$ cat config.mk
export PLATFORM = sky130hd
export DESIGN_NAME = frame_writer_flat
export DESIGN_NICKNAME = d
export VERILOG_FILES = /design/src/rtl/video_pkg.sv /design/src/rtl/frame_writer_if.sv /design/src/rtl/frame_writer_pixel_packer.sv /design/src/rtl/frame_writer.sv /design/src/flat_wrapper.sv
export SDC_FILE = /design/constraint.sdc
export NUM_CORES = 1
export LEC_CHECK = 0
export BUFFER_PORTS_ARGS = -buffer_cell sky130_fd_sc_hd__buf_4
export CAP_MARGIN = 20
export CORE_MARGIN = 2
export CORE_UTILIZATION = 40
export CTS_BUF_LIST = sky130_fd_sc_hd__clkbuf_16
export DETAILED_ROUTE_END_ITERATION = 6
export GPL_ROUTABILITY_DRIVEN = 0
export PLACE_DENSITY_LB_ADDON = 0.08
export SLEW_MARGIN = 20
export SYNTH_ARGS = -nofsm -noshare
export SYNTH_HDL_FRONTEND = slang
export SYNTH_SLANG_ARGS = --single-unit
$ cat constraint.sdc
create_clock -name clk -period 2.31 [get_ports clk]
set_input_delay 0.3465 -clock clk [delete_from_list [all_inputs] [get_ports clk]]
set_output_delay 0.3465 -clock clk [all_outputs]
set_load 0.01 [all_outputs]
$ cat src/rtl/video_pkg.sv
// Shared video constants, frame geometry and the frame writer state type.
package video_pkg;

    localparam int FRAME_WIDTH              = 640;
    localparam int FRAME_HEIGHT             = 480;
    localparam int DEF_INTERFACE_WIDTH_BITS = 128;
    localparam int DEF_INTERFACE_ADDR_BITS  = 26;
    localparam int DEF_BITS_PER_PIXEL       = 16;
    localparam int DEF_PIXELS_PER_WORD      = DEF_INTERFACE_WIDTH_BITS / DEF_BITS_PER_PIXEL;
    localparam int DEF_NUM_WORDS            = (FRAME_WIDTH * FRAME_HEIGHT) / DEF_PIXELS_PER_WORD;
    localparam int DEF_ACK_TIMEOUT          = 1024;

    typedef enum logic [1:0] {
        ST_IDLE  = 2'd0,
        ST_FILL  = 2'd1,
        ST_WRITE = 2'd2
    } fw_state_t;

    // Counter width able to hold 0..n-1, never narrower than one bit.
    function automatic int index_bits(input int n);
        return (n > 1) ? $clog2(n) : 1;
    endfunction

endpackage

$ cat src/rtl/frame_writer_if.sv
// Memory bridge write port driven by the frame writer.
interface frame_writer_if
    import video_pkg::*;
#(
    parameter int ADDR_BITS = DEF_INTERFACE_ADDR_BITS,
    parameter int DATA_BITS = DEF_INTERFACE_WIDTH_BITS
) ();

    logic [ADDR_BITS-1:0]   interface_address;
    logic [DATA_BITS/8-1:0] interface_byte_enable;
    logic                   interface_read;
    logic                   interface_write;
    logic [DATA_BITS-1:0]   interface_write_data;
    logic                   interface_acknowledge;

    modport master (
        output interface_address,
        output interface_byte_enable,
        output interface_read,
        output interface_write,
        output interface_write_data,
        input  interface_acknowledge
    );

    modport slave (
        input  interface_address,
        input  interface_byte_enable,
        input  interface_read,
        input  interface_write,
        input  interface_write_data,
        output interface_acknowledge
    );

endinterface

$ cat src/rtl/frame_writer_pixel_packer.sv
// Packs raster-order pixels into one bridge word; pixel 0 ends up in the lowest lane.
module pixel_packer
    import video_pkg::*;
#(
    parameter int WORD_BITS  = DEF_INTERFACE_WIDTH_BITS,
    parameter int PIXEL_BITS = DEF_BITS_PER_PIXEL
) (
    input  logic                  clk,
    input  logic                  reset,
    input  logic                  clear,
    input  logic                  pixel_xfer,
    input  logic [PIXEL_BITS-1:0] pixel_data,
    output logic [WORD_BITS-1:0]  word_data,
    output logic                  pack_done
);

    localparam int PIXELS_PER_WORD = WORD_BITS / PIXEL_BITS;
    localparam int IDX_BITS        = index_bits(PIXELS_PER_WORD);
    localparam logic [IDX_BITS-1:0] LAST_IDX = IDX_BITS'(PIXELS_PER_WORD - 1);

    logic [IDX_BITS-1:0]  idx_q;
    logic [WORD_BITS-1:0] word_q;

    assign pack_done = pixel_xfer && (idx_q == LAST_IDX);
    assign word_data = word_q;

    // Shift pixels in from the top so the first pixel of a word lands in the low lane.
    always_ff @(posedge clk) begin
        if (reset || clear) begin
            idx_q  <= '0;
            word_q <= '0;
        end else if (pixel_xfer) begin
            word_q <= {pixel_data, word_q[WORD_BITS-1:PIXEL_BITS]};
            idx_q  <= pack_done ? '0 : idx_q + 1'b1;
        end
    end

endmodule

$ cat src/rtl/frame_writer.sv
// Frame writer: packs a pixel stream into bridge words and writes one frame per start.
// Optional build macro FRAME_WRITER_ACK_TIMEOUT_EN enables the acknowledge timeout
// (sticky timing_error and abort); without it the block waits forever for acknowledge.
//
// state    | meaning
// ---------+---------------------------------------------------------
// ST_IDLE  | waiting for start, no bridge activity
// ST_FILL  | accepting pixels until a word is packed
// ST_WRITE | holding the packed word on the bridge until acknowledge
module frame_writer
    import video_pkg::*;
#(
    parameter int INTERFACE_WIDTH_BITS = DEF_INTERFACE_WIDTH_BITS,
    parameter int INTERFACE_ADDR_BITS  = DEF_INTERFACE_ADDR_BITS,
    parameter int BITS_PER_PIXEL       = DEF_BITS_PER_PIXEL,
    parameter int NUM_WORDS            = DEF_NUM_WORDS,
    parameter int ACK_TIMEOUT          = DEF_ACK_TIMEOUT
) (
    input  logic                           clk,
    input  logic                           reset,
    input  logic                           start,
    input  logic [INTERFACE_ADDR_BITS-1:0] base_address,
    input  logic [BITS_PER_PIXEL-1:0]      pixel_data,
    input  logic                           pixel_valid,
    output logic                           pixel_ready,
    frame_writer_if.master                 bridge,
    output logic                           busy,
    output logic                           done,
    output logic                           timing_error,
    input  logic                           timing_error_reset
);

    localparam int WORD_IDX_BITS = index_bits(NUM_WORDS);
    localparam int BYTE_SHIFT    = $clog2(INTERFACE_WIDTH_BITS / 8);
    localparam logic [WORD_IDX_BITS-1:0] LAST_WORD = WORD_IDX_BITS'(NUM_WORDS - 1);

    fw_state_t                      state_q;
    fw_state_t                      state_d;
    logic [INTERFACE_ADDR_BITS-1:0] base_q;
    logic [WORD_IDX_BITS-1:0]       word_idx_q;
    logic                           done_q;
    logic                           write_active;
    logic                           start_accept;
    logic                           pixel_xfer;
    logic                           pack_done;
    logic                           ack_seen;
    logic                           last_word;
    logic                           timeout_hit;
    logic [INTERFACE_WIDTH_BITS-1:0] word_data;

    assign start_accept = (state_q == ST_IDLE) && start;
    assign pixel_xfer   = pixel_ready && pixel_valid;
    assign ack_seen     = (state_q == ST_WRITE) && bridge.interface_acknowledge;
    assign last_word    = (word_idx_q == LAST_WORD);

    pixel_packer #(
        .WORD_BITS  (INTERFACE_WIDTH_BITS),
        .PIXEL_BITS (BITS_PER_PIXEL)
    ) u_packer (
        .clk        (clk),
        .reset      (reset),
        .clear      (start_accept),
        .pixel_xfer (pixel_xfer),
        .pixel_data (pixel_data),
        .word_data  (word_data),
        .pack_done  (pack_done)
    );

`ifdef FRAME_WRITER_ACK_TIMEOUT_EN
    localparam int TMO_BITS = index_bits(ACK_TIMEOUT);
    localparam logic [TMO_BITS-1:0] TMO_LOAD = TMO_BITS'(ACK_TIMEOUT - 1);

    logic [TMO_BITS-1:0] tmo_cnt_q;
    logic                timing_error_q;

    assign timeout_hit  = (state_q == ST_WRITE) && !bridge.interface_acknowledge
                          && (tmo_cnt_q == '0);
    assign timing_error = timing_error_q;

    // Down-count WRITE cycles without acknowledge; a fresh abort wins over a clear request.
    always_ff @(posedge clk) begin
        if (reset) begin
            tmo_cnt_q      <= TMO_LOAD;
            timing_error_q <= 1'b0;
        end else begin
            if (state_q != ST_WRITE) begin
                tmo_cnt_q <= TMO_LOAD;
            end else if (tmo_cnt_q != '0) begin
                tmo_cnt_q <= tmo_cnt_q - 1'b1;
            end
            if (timeout_hit) begin
                timing_error_q <= 1'b1;
            end else if (timing_error_reset) begin
                timing_error_q <= 1'b0;
            end
        end
    end
`else
    logic unused_cfg;

    assign unused_cfg   = timing_error_reset | (ACK_TIMEOUT < 1);
    assign timeout_hit  = 1'b0;
    assign timing_error = 1'b0;
`endif

    // State register plus frame base, word index and the one-cycle done flag.
    always_ff @(posedge clk) begin
        if (reset) begin
            state_q    <= ST_IDLE;
            base_q     <= '0;
            word_idx_q <= '0;
            done_q     <= 1'b0;
        end else begin
            state_q <= state_d;
            done_q  <= ack_seen && last_word;
            if (start_accept) begin
                base_q     <= base_address;
                word_idx_q <= '0;
            end else if (ack_seen) begin
                word_idx_q <= word_idx_q + 1'b1;
            end
        end
    end

    // Next state and per-state handshake outputs.
    always_comb begin
        state_d      = state_q;
        pixel_ready  = 1'b0;
        write_active = 1'b0;
        busy         = 1'b1;
        case (state_q)
            ST_IDLE: begin
                busy = 1'b0;
                if (start) begin
                    state_d = ST_FILL;
                end
            end
            ST_FILL: begin
                pixel_ready = 1'b1;
                if (pack_done) begin
                    state_d = ST_WRITE;
                end
            end
            ST_WRITE: begin
                write_active = 1'b1;
                if (bridge.interface_acknowledge) begin
                    state_d = last_word ? ST_IDLE : ST_FILL;
                end else if (timeout_hit) begin
                    state_d = ST_IDLE;
                end
            end
            default: begin
                state_d = ST_IDLE;
            end
        endcase
    end

    assign bridge.interface_address     = base_q
                                          + (INTERFACE_ADDR_BITS'(word_idx_q) << BYTE_SHIFT);
    assign bridge.interface_byte_enable = '1;
    assign bridge.interface_read        = 1'b0;
    assign bridge.interface_write       = write_active;
    assign bridge.interface_write_data  = word_data;
    assign done                         = done_q;

endmodule

$ cat src/flat_wrapper.sv
// flat-port wrapper written by rule: the top's interface ports become plain ports
module frame_writer_flat import video_pkg::*;
#(
    parameter int INTERFACE_WIDTH_BITS = DEF_INTERFACE_WIDTH_BITS,
    parameter int INTERFACE_ADDR_BITS  = DEF_INTERFACE_ADDR_BITS,
    parameter int BITS_PER_PIXEL       = DEF_BITS_PER_PIXEL,
    parameter int NUM_WORDS            = DEF_NUM_WORDS,
    parameter int ACK_TIMEOUT          = DEF_ACK_TIMEOUT
)
  (clk, reset, start, base_address, pixel_data, pixel_valid, pixel_ready, busy, done, timing_error, timing_error_reset, bridge_interface_address, bridge_interface_byte_enable, bridge_interface_read, bridge_interface_write, bridge_interface_write_data, bridge_interface_acknowledge);
  frame_writer_if #(.ADDR_BITS((26)), .DATA_BITS((128))) bridge_i ();
  input  logic clk;
  input  logic reset;
  input  logic start;
  input  logic [INTERFACE_ADDR_BITS-1:0] base_address;
  input  logic [BITS_PER_PIXEL-1:0] pixel_data;
  input  logic pixel_valid;
  output logic pixel_ready;
  output logic busy;
  output logic done;
  output logic timing_error;
  input  logic timing_error_reset;
  output wire logic [$bits(bridge_i.interface_address)-1:0] bridge_interface_address;
  output wire logic [$bits(bridge_i.interface_byte_enable)-1:0] bridge_interface_byte_enable;
  output wire logic [$bits(bridge_i.interface_read)-1:0] bridge_interface_read;
  output wire logic [$bits(bridge_i.interface_write)-1:0] bridge_interface_write;
  output wire logic [$bits(bridge_i.interface_write_data)-1:0] bridge_interface_write_data;
  input wire logic [$bits(bridge_i.interface_acknowledge)-1:0] bridge_interface_acknowledge;
  assign bridge_interface_address = bridge_i.interface_address;
  assign bridge_interface_byte_enable = bridge_i.interface_byte_enable;
  assign bridge_interface_read = bridge_i.interface_read;
  assign bridge_interface_write = bridge_i.interface_write;
  assign bridge_interface_write_data = bridge_i.interface_write_data;
  assign bridge_i.interface_acknowledge = bridge_interface_acknowledge;
  frame_writer #(.INTERFACE_WIDTH_BITS(INTERFACE_WIDTH_BITS), .INTERFACE_ADDR_BITS(INTERFACE_ADDR_BITS), .BITS_PER_PIXEL(BITS_PER_PIXEL), .NUM_WORDS(NUM_WORDS), .ACK_TIMEOUT(ACK_TIMEOUT)) u_core (.clk(clk), .reset(reset), .start(start), .base_address(base_address), .pixel_data(pixel_data), .pixel_valid(pixel_valid), .pixel_ready(pixel_ready), .bridge(bridge_i), .busy(busy), .done(done), .timing_error(timing_error), .timing_error_reset(timing_error_reset));
endmodule
* Word-level counts from Yosys, hierarchy flattened
Index checks and enable logic that the tools add are counted.
Storage, ports and cells: register bits after elaboration 176, latch bits 0, bits in writable memories 0, ROM bits 0, input bits 48, output and inout bits 176, word-level logic and storage cells 34, memories kept 0
Operators by class: add/sub/neg operators 3, multipliers 0, divide/modulo/power cells 0, magnitude comparators 0, equality and inequality tests 7, shift-type cells 0, muxes and demuxes 9, bitwise operators 0, reductions and logical operators 9
Operator list (count):
- $add A26 B20 Y26 | 1
- $add A16 B1 Y16 const B | 1
- $eq A16 B16 Y1 const B | 1
- $mux W2 | 3
- $ne A2 B2 Y1 const B | 3
- $pmux W2 S3 | 1
- $logic_and A1 B1 Y1 | 5
- $mux W1 | 4
- $add A3 B1 Y3 const B | 1
- $eq A3 B3 Y1 const B | 1
- $mux W3 | 1
- $reduce_and A3 Y1 | 1
- $eq A2 B1 Y1 const B | 1
- $eq A2 B2 Y1 const B | 1
- $logic_not A2 Y1 | 1
- $reduce_or A2 Y1 | 1
- $logic_or A1 B1 Y1 | 1

* Logic depth before layout (Yosys ltp)
Gate-level depths: netlist (run 1).
depth in word-level cells 6, mapped depth 9

* Cells and area by module
A second synthesis (run 1) with hierarchy kept.
Second synthesis, totals: cells, all modules 795, area total of the unflattened synthesis 7534.7 sq um
By module, submodules not included:
- pixel_packer | times used 1, cells each 429, area each 4734.5 sq um, seq. area each 2622.5 sq um
- frame_writer | times used 1, cells each 366, area each 2800.2 sq um, seq. area each 900.9 sq um

* Worst setup path before layout (run 1)
Ideal clock, no wire load.
path type register to output, start point reg u_core.word_idx_q[0], end point out bridge_interface_address[20], data arrival time 2122 ps, data required time 1964 ps, slack -159 ps, stages on the path, launching flop included 10, cells stage by stage dfxtp_1 > ha_1 > inv_1 > fa_1 > nor2b_1 > o2111ai_1 > a21boi_2 > o21a_4 > nor4_1 > a311oi_1
On the way: word-level cells in the longest chain between the ends 1
RTL lines:
- start: declaration | RTL line frame_writer.sv:40 | logic [WORD_IDX_BITS-1:0] word_idx_q;
- start signal: assignment | RTL line frame_writer.sv:120 | word_idx_q <= word_idx_q + 1'b1;
- $add A26 B20 Y26 | RTL line frame_writer.sv:159 | + (INTERFACE_ADDR_BITS'(word_idx_q) << BYTE_SHIFT);
- end: declaration | RTL line flat_wrapper.sv:23 | output wire logic [$bits(bridge_i.interface_address)-1:0] bridge_interface_address;
Every way passes these cells.

* Worst setup path after layout (run 1)
start point reg u_core.word_idx_q[0], end point out bridge_interface_address[16]
Same word-level chain as after synthesis.

==> flow_summary.ini, run 1 <==
[floorplan]
start_util_pct = 40.5
core-area_um2 = 18500
core.rowCount = 50
die_area_um2 = 19900
pin_count = 224
die_h_um = 141
dieWidth_um = 141

[sta]
finalCriticalPeriod_ns = 2.80
drv_slew = 0
fmax_mhz = 357
setup_viol = 17
layout_setup_ws_ns = -0.492
fin_setup_tns_ns = -5.55
finalHoldViolations = 0
period_share_pct = 121
fin_skew_ns = 0.00828
grt_setup_unrepaired = true

[cells_and_area]
regArea_um2 = 3530
multiInputGateArea_um2 = 3720
drive_gt1_share_pct = 26.8
nNetsFinal = 1238
antenna_cells = 0
n_fill_cell = 1821
area_growth_pct = 34.6
final_cells = 1415

[clocking]
cts_hold_buf = 0
numCtsBuffers = 17
cts.reportedPaths.clkPinSlew_ns = 0.06
cts_max_level = 4
clock-sinks = 176
clockBufferDepth = 2
cts-root-buf = clkbuf_16
tritoncts = yes
clk-insertion-delay-late_ns = 0.41

[setup_path]
arrival_ns = 2.46
cp.depth = 11
crit_chain = ha_4, inv_2, fa_2, nor2b_4, o2111ai_4, a21boi_2, o21a_4, buf_4, nor2_2, xnor2_1, buf_4
crit_buf_inv = 3
worst_setup_path_start_kind = flop
slowest_stage = fa_2
reg2reg_depth = 6
path_delay_family = compound AO/OA/AOI/OAI gates
worstSetupPathType = reg -> out
cpMostUsedCell = buf_4
worst_ep_required_time_ns = 1.96
critPathMaxStageDelay_ns = 0.36
crit_fanout = 4
end_kind = primary output

[yosys]
yosysUniqueCellTypes = 51
ys_top_cells_by_area = dfxtp_1, nand2_1, a21oi_1
async_flop_share_pct = 0
yosysTopAreaCell = dfxtp_1
synth_edf_count = 0
synth_top_area_share_pct = 47.0
synth_area_um2 = 7500
synth_seq_cells = 176
netlist_instances = 963
yosysSeqAreaShare_pct = 47.0
synth_warnings = 0
synth_ff_type = dfxtp_1
postSynthAreaPerCell_um2 = 7.78

[global_routing]
grt_max_degree = 56
antenna_found_initial = 0
overflow = 0
grt_pass1_wl_mm = 31.3
grt_pass1_vias = 5984
grt_use_total_pct = 19.4

[pwr]
pwr_density_cell_nw_per_um2 = 616
vdd_drop_max_mv = 0.490
leakagePower_nw = 4.13

[drt]
viasPerCell = 4.79
drtIter0Drc = 406
routedWlPerCell_um = 13.9
ant_nets = 0
drt-pass1-iter-count = 4
dr_total_vias = 6782
drc = 0
wirelength_mm = 19.7

[worst_hold_path]
hp-class = in -> reg
min_path_cells = 3

[run]
drv_cap = 0

[placement]
port_buffers = 204
dp.cells = 1381
hpwl_mm = 14.0

[run_status]
outcome = finished with violations
violations = setup timing
[power by group]
part	leakage (nW)	switching, W	internal (W)
Combinational	2.44	0.000290	0.000203
Sequential	1.42	0.0000309	0.00307
Clock	0.260	0.00117	0.00146
Total	4.13	0.00149	0.00473
[metal layers]
layer  vias to the layer above  part of all wire [%]  wire (um)  global-route usage [%]
met2                       190                    42       8360                    27.9
met5                         -                     0          0                       0
met4                         0                   1.7        330                    5.68
li1                       3542                     -          -                       -
met3                        22                   6.1       1200                    5.30
met1                      3028                    50       9790                    28.5
[path summary, 6_finish.rpt]
| check | startpoint | endpoint | slack, ns |
|---|---|---|---|
| worst max-delay path | u_core.word_idx_q[0]$_SDFFE_PP0P_ | bridge_interface_address[16] | -0.49 |
| worst min-delay path | base_address[3] | u_core.base_q[3]$_SDFFE_PP0P_ | 0.18 |
| worst max register to register | u_core.state_q[1]$_SDFFE_PP0P_ | u_core.word_idx_q[14]$_SDFFE_PP0P_ | 0.52 |
| worst min register to register | u_core.base_q[3]$_SDFFE_PP0P_ | u_core.base_q[3]$_SDFFE_PP0P_ | 0.45 |
[cell families (layout without fill, tap and decap cells)]
logic type      after synthesis  after routing  synth area share (%)
compound gates              219            219                  16.0
xor+xnor                     30             30                  3.51
fa+ha+maj                    20             20                  3.44
buf+inv                      93            295                  6.68
flops                       176            176                  47.0
mux                           1              1                 0.134
other cells                   2             18                 0.100
simple gates                422            422                  23.1
[synth_stat cells (all sizes together) (7+ instances only)]
master / n
a21oi: 181
nor2: 34
inv: 12
o21ai: 9
nand2: 337
a21o: 8
clkbuf: 23
dfxtp: 176
ha: 19
nand3: 10
nor3: 7
buf: 58
and2: 7
xor2: 14
xnor2: 16
[flip-flops by register name (all words and copies together), names as in the netlist]
register	cells
u_core.base_q	26
u_core.done	1
u_core.state_q	2
u_core.u_packer.idx_q	3
u_core.u_packer.word_data	128
u_core.word_idx_q	16
[timing repair]
action,CTS,global route
gates resized for setup,24,9
setup buffers,2,2
endpoints found under the setup margin,18,18
pin swaps,13,7
[cells in the final DEF, fill, tap and decap left out, drive strengths merged, types with 7 or more instances in the layout]
| master | synthesis | layout |
|---|---|---|
| nand2 | 337 | 337 |
| o21ai | 9 | 9 |
| ha | 19 | 19 |
| a21oi | 181 | 181 |
| nor3 | 7 | 7 |
| and2 | 7 | 7 |
| xnor2 | 16 | 16 |
| conb | 2 | 18 |
| xor2 | 14 | 14 |
| inv | 12 | 16 |
| buf | 58 | 253 |
| nand3 | 10 | 10 |
| nor2 | 34 | 34 |
| a21o | 8 | 8 |
| dfxtp | 176 | 176 |
| clkbuf | 23 | 17 |
[stage by stage]
stage          cell area, um^2  utilization, %  worst slack [ns]  total power (W)  hold WS, ns
6_report                 10100            54.5            -0.492          0.00622        0.177
5_1_grt                  10100            54.5            -0.623          0.00648        0.164
4_1_cts                  10000            54.2            -0.469          0.00629        0.160
3_5_place_dp              9370            50.6            -0.115          0.00366        0.447
3_3_place_gp              9370            50.6            -0.109          0.00366        0.443
2_1_floorplan             7570               -            0.0250          0.00346        0.436
[final cells by class]
cell class,instances,area share [%]
Clock buffer,17,4.22
Clock inverter,13,0.992
Inverter,12,0.446
Multi-Input combinational cell,710,36.9
Sequential cell,176,35.0
Tap cell,234,2.90
Timing Repair Buffer,253,19.6
[worst register-to-register path: stages, from the launching register on]
cell	delay [ns]
dfxtp_1	0.39
and3b_1	0.45
nand4_1	0.30
nor2_1	0.21
and2_1	0.17
xnor2_1	0.12
nor2_1	0.06
Power figures use the tool's default switching activity.
==> run 2: changes to the inputs <==
Settings changed: CORE_UTILIZATION 40 to 47.
==> run 2 against run 1 <==
Setup slack got worse by 0.021 ns. Clock skew is 0.00051 ns lower. Count of clock-buffer cells in the layout did not move. Clock power decreased by 3%. Flip-flop and latch count unchanged. Via count rose by 1.6%. Fmax is 0.74% lower. Register-to-register slack lost 0.08 ns. The flow still finishes with violations (setup timing).
==> flow_summary.ini, run 2 (synthesis gave the netlist of run 1 again) <==
[run_status]
outcome = finished with violations
violations = setup timing

[setup_path]
crit_fanout = 4
worstSetupPathType = reg -> out
crit_buf_inv = 2
slowest_stage = dfxtp_2
crit_chain = ha_4, inv_2, fa_2, nor2b_2, o2111ai_2, a21boi_2, o21a_4, nor4_2, a311oi_1, buf_4
end_kind = primary output
critPathMaxStageDelay_ns = 0.35
reg2reg_depth = 6
arrival_ns = 2.48
worst_setup_path_start_kind = flop
cp.depth = 10
worst_ep_required_time_ns = 1.96
path_delay_family = compound AO/OA/AOI/OAI gates

[pwr]
pwr-share-seq_pct = 50.5
vdd_drop_max_mv = 0.565
switching_power_w = 0.00151
switching_share_pct = 24.6
p_int_w = 0.00463
finalPower_w = 0.00614
power.share.combinational_pct = 8.0
pwr_density_cell_nw_per_um2 = 613
leakagePower_nw = 4.13
pwr-share-clk_pct = 41.6

[cells_and_area]
nNetsFinal = 1242
area_growth_pct = 33.8
largest_register_ffs = 128
fin_area_um2 = 10000
drive_gt1_share_pct = 26.9
layout_commonest_cell = nand2_1
n_fill_cell = 1480
final_cell_mix = nand2_1, buf_4, a21oi_1
antenna_cells = 0

[sta]
grt_setup_unrepaired = true
whs_ns = 0.170
drv_slew = 0
fin_skew_ns = 0.00777
finalHoldViolations = 0
fmax_mhz = 354
layout_setup_ws_ns = -0.512
setup_viol = 18
finalCriticalPeriod_ns = 2.82
period_share_pct = 122
fin_setup_tns_ns = -6.65

[drt]
wirelength_mm = 19.4
drt-pass1-iter-count = 5
viasPerCell = 4.92
ant_nets = 0
drtIter0Drc = 389
dr_total_vias = 6890
routedWlPerCell_um = 13.9
drc = 0

[clocking]
tritoncts = yes
cts-root-buf = clkbuf_16
numCtsBuffers = 17
cts.reportedPaths.clkPinSlew_ns = 0.07
cts_max_level = 4
clockBufferDepth = 2
clk-insertion-delay-late_ns = 0.42
cts_hold_buf = 0
clock-sinks = 176

[placement]
port_buffers = 204
place_ws_ns = -0.114
hpwl_mm = 13.4
dpl_cell_area_um2 = 9380

[worst_hold_path]
hp-class = in -> reg
min_path_cells = 3

[global_routing]
use_met2_pct = 34.5
overflow = 0
met3_usage_pct = 5.25
antenna_found_initial = 0
grt_pass1_vias = 6109
grt_use_total_pct = 22.6
gr-max-usage-layer = met2
grt_pass1_wl_mm = 30.6
grt_max_degree = 59
met1_usage_pct = 31.4

[floorplan]
core-area_um2 = 15700
core.rowCount = 46
pin_count = 224
start_util_pct = 47.7
die_area_um2 = 17000
die_h_um = 130
dieWidth_um = 130

[run]
drv_cap = 0
-- run 2: power groups by stage --
stage	registers, W	logic (W)	clock network, W
2_1_floorplan	0.00316	0.000301	0
3_3_place_gp	0.00317	0.000484	0
3_5_place_dp	0.00317	0.000486	0
4_1_cts	0.00310	0.000491	0.00261
5_1_grt	0.00310	0.000538	0.00272
6_report	0.00310	0.000489	0.00255
-- run 2: cell type report --
class / instances / area [um^2] / share of cell area (%)
inverter: 12 / 45.0 / 0.449
clock inverter: 11 / 88.8 / 0.886
sequential: 176 / 3530 / 35.2
tap: 216 / 270 / 2.70
timing repair buffer: 257 / 2020 / 20.2
clock buffer: 17 / 425 / 4.24
multi-input combinational: 710 / 3640 / 36.3
-- run 2: final timing paths --
kind | startpoint | endpoint | slack (ns)
min | base_address[18] | u_core.base_q[18]$_SDFFE_PP0P_ | 0.17
min reg2reg | u_core.u_packer.word_data[15]$_SDFFE_PP0P_ | u_core.u_packer.word_data[15]$_SDFFE_PP0P_ | 0.45
max reg2reg | u_core.state_q[0]$_SDFFE_PP0P_ | u_core.word_idx_q[14]$_SDFFE_PP0P_ | 0.44
max | u_core.word_idx_q[0]$_SDFFE_PP0P_ | bridge_interface_address[20] | -0.51
-- run 2: repair_timing --
action                     CTS  global route
buffers inserted             7             0
setup endpoints to repair   18            19
pin swaps                   14             6
gates resized for setup     21             4
-- run 2: worst reg2reg max path: cells and delay by family, from the launching register on --
kind / cells / cell delay, ns
xor+xnor: 1 / 0.12
simple gates: 5 / 1.28
flops: 1 / 0.35
-- run 2: routing by layer --
metal / wire, um / up-vias
li1: - / 3558
met1: 8970 / 3089
met5: 0 / -
met3: 1260 / 30
met2: 8810 / 213
met4: 354 / 0
-- run 2: stage by stage --
step,util [%],cells
6_report,63.8,1399
5_1_grt,63.8,1399
4_1_cts,63.8,1400
3_5_place_dp,59.7,1366
3_3_place_gp,59.7,1366
2_1_floorplan,-,979
==> run 3: changes to the inputs <==
Settings changed: GPL_TIMING_DRIVEN from default to 0.
==> run 3 against run 2 <==
Largest power group unchanged. Final area up 1.5%. Power up 2.6%. Worst hold slack worse by 0.016 ns. Flip-flop and latch count unchanged. Clock power up 5%. The run still ends with setup timing left.
==> flow_summary.ini, run 3 (synthesis gave the netlist of run 1 again) <==
[global_routing]
gr-max-usage-layer = met2
grt_use_total_pct = 23.6
grt_max_degree = 17
grt_pass1_wl_mm = 31.5
use_met2_pct = 37.3
antenna_found_initial = 0
grt_pass1_vias = 6313
met3_usage_pct = 6.72
overflow = 0
met1_usage_pct = 31.0

[drt]
drt-pass1-iter-count = 5
drc = 0
ant_nets = 0
wirelength_mm = 20.3
routedWlPerCell_um = 14.1
drtIter0Drc = 383
dr_total_vias = 7042
viasPerCell = 4.90

[pwr]
vdd_drop_max_mv = 0.486
leakagePower_nw = 4.14
pwr-share-seq_pct = 49.1
switching_share_pct = 24.6
p_int_w = 0.00475
switching_power_w = 0.00155
pwr-share-clk_pct = 42.6
pwr_density_cell_nw_per_um2 = 619
power.share.combinational_pct = 8.3

[clocking]
cts.reportedPaths.clkPinSlew_ns = 0.07
numCtsBuffers = 17
cts-root-buf = clkbuf_16
cts_max_level = 4
tritoncts = yes
clockBufferDepth = 2
clk-insertion-delay-late_ns = 0.43
clock-sinks = 176

[sta]
setup_viol = 17
layout_setup_ws_ns = -0.517
finalCriticalPeriod_ns = 2.83
drv_slew = 0
whs_ns = 0.154
fmax_mhz = 354
grt_setup_unrepaired = true
fin_skew_ns = 0.0162
finalHoldViolations = 0
tightest_slew_ns = 0.598
period_share_pct = 122
slew_headroom_pct = 60.1

[floorplan]
die_h_um = 130
core.rowCount = 46
pin_count = 224
die_area_um2 = 17000
dieWidth_um = 130
start_util_pct = 47.7
core-area_um2 = 15700

[setup_path]
crit-reg2reg-launch = u_core.state_q[0]$_SDFFE_PP0P_
worst_ep_required_time_ns = 1.96
crit_fanout = 3
reg2reg_depth = 6
arrival_ns = 2.48
worst_setup_path_start_kind = flop
worstSetupPathType = reg -> out
end_kind = primary output
reg2reg_slack_ns = 0.24
worstReg2RegEnd = u_core.word_idx_q[5]$_SDFFE_PP0P_

[placement]
port_buffers = 204
dp.cells = 1399
dpl_cell_area_um2 = 9370
hpwl_mm = 15.2
place_ws_ns = -0.237

[run_status]
outcome = finished with violations
violations = setup timing

[cells_and_area]
fin_area_um2 = 10200
antenna_cells = 0
final_cells = 1438
fin_util_pct = 64.7
largest_register_ffs = 128
layout_commonest_cell = nand2_1
final_cell_mix = nand2_1, buf_4, a21oi_1
nNetsFinal = 1277
area_growth_pct = 35.7
drive_gt1_share_pct = 27.6

[worst_hold_path]
min-delay-start = pixel_data[6]
worstHoldEndpoint = u_core.u_packer.word_data[118]$_SDFFE_PP0P_
hp-class = in -> reg
min_path_cells = 3

[run]
drv_cap = 0
run 3: power by group through the flow:
stage	Sequential, W	Combinational, W	Clock (W)
3_5_place_dp	0.00316	0.000507	0
2_1_floorplan	0.00316	0.000301	0
5_1_grt	0.00310	0.000577	0.00285
3_3_place_gp	0.00316	0.000502	0
6_report	0.00309	0.000521	0.00269
4_1_cts	0.00310	0.000518	0.00272
run 3: per-stage QoR:
stage	total power, W	TNS (ns)
2_1_floorplan	0.00346	0
3_3_place_gp	0.00367	-1.66
3_5_place_dp	0.00367	-1.88
4_1_cts	0.00634	-6.24
5_1_grt	0.00652	-7.89
6_report	0.00630	-6.03
run 3: final cells by class:
class	instances	area, um^2
inverters	12	45.0
fillers	1450	5540
clock buffers	17	425
plain buffers	80	452
repair buffers	212	1590
flip-flops and latches	176	3550
clock inverters	15	119
well taps	216	270
multi-input cells	710	3720
run 3: what timing repair did:
| item | in CTS | in global routing |
|---|---|---|
| hold buffers | 0 | 0 |
| cloned | 0 | 0 |
| pin swaps | 17 | 9 |
| setup buffers | 8 | 0 |
| setup endpoints to repair | 18 | 18 |
| gates resized for setup | 42 | 10 |
run 3: worst max-delay path: stages, from the launching register on:
cell	delay [ns]
dfxtp_2	0.36
ha_4	0.14
inv_2	0.03
fa_2	0.37
nor2b_4	0.16
o2111ai_4	0.15
a21boi_2	0.24
buf_4	0.14
o2111ai_2	0.09
nand2_1	0.11
xor2_1	0.14
buf_4	0.14
run 3: worst max-delay path by stage:
stage          cells past startpoint                      endpoint                              start  slack [ns]
2_1_floorplan                      9  bridge_interface_address[20]  u_core.word_idx_q[0]$_SDFFE_PP0P_        0.02
3_3_place_gp                      10  bridge_interface_address[18]  u_core.word_idx_q[0]$_SDFFE_PP0P_       -0.23
3_5_place_dp                       8  bridge_interface_address[23]  u_core.word_idx_q[8]$_SDFFE_PP0P_       -0.24
4_1_cts                           10  bridge_interface_address[24]      u_core.base_q[4]$_SDFFE_PP0P_       -0.56
5_1_grt                           10  bridge_interface_address[20]      u_core.base_q[4]$_SDFFE_PP0P_       -0.63
6_report                          11  bridge_interface_address[22]      u_core.base_q[4]$_SDFFE_PP0P_       -0.52
run 3: layer usage:
layer | routed length (um) | share of wire [%]
met4 | 370 | 1.8
met2 | 9220 | 45
met3 | 1400 | 6.9
met5 | 0 | 0
met1 | 9330 | 46
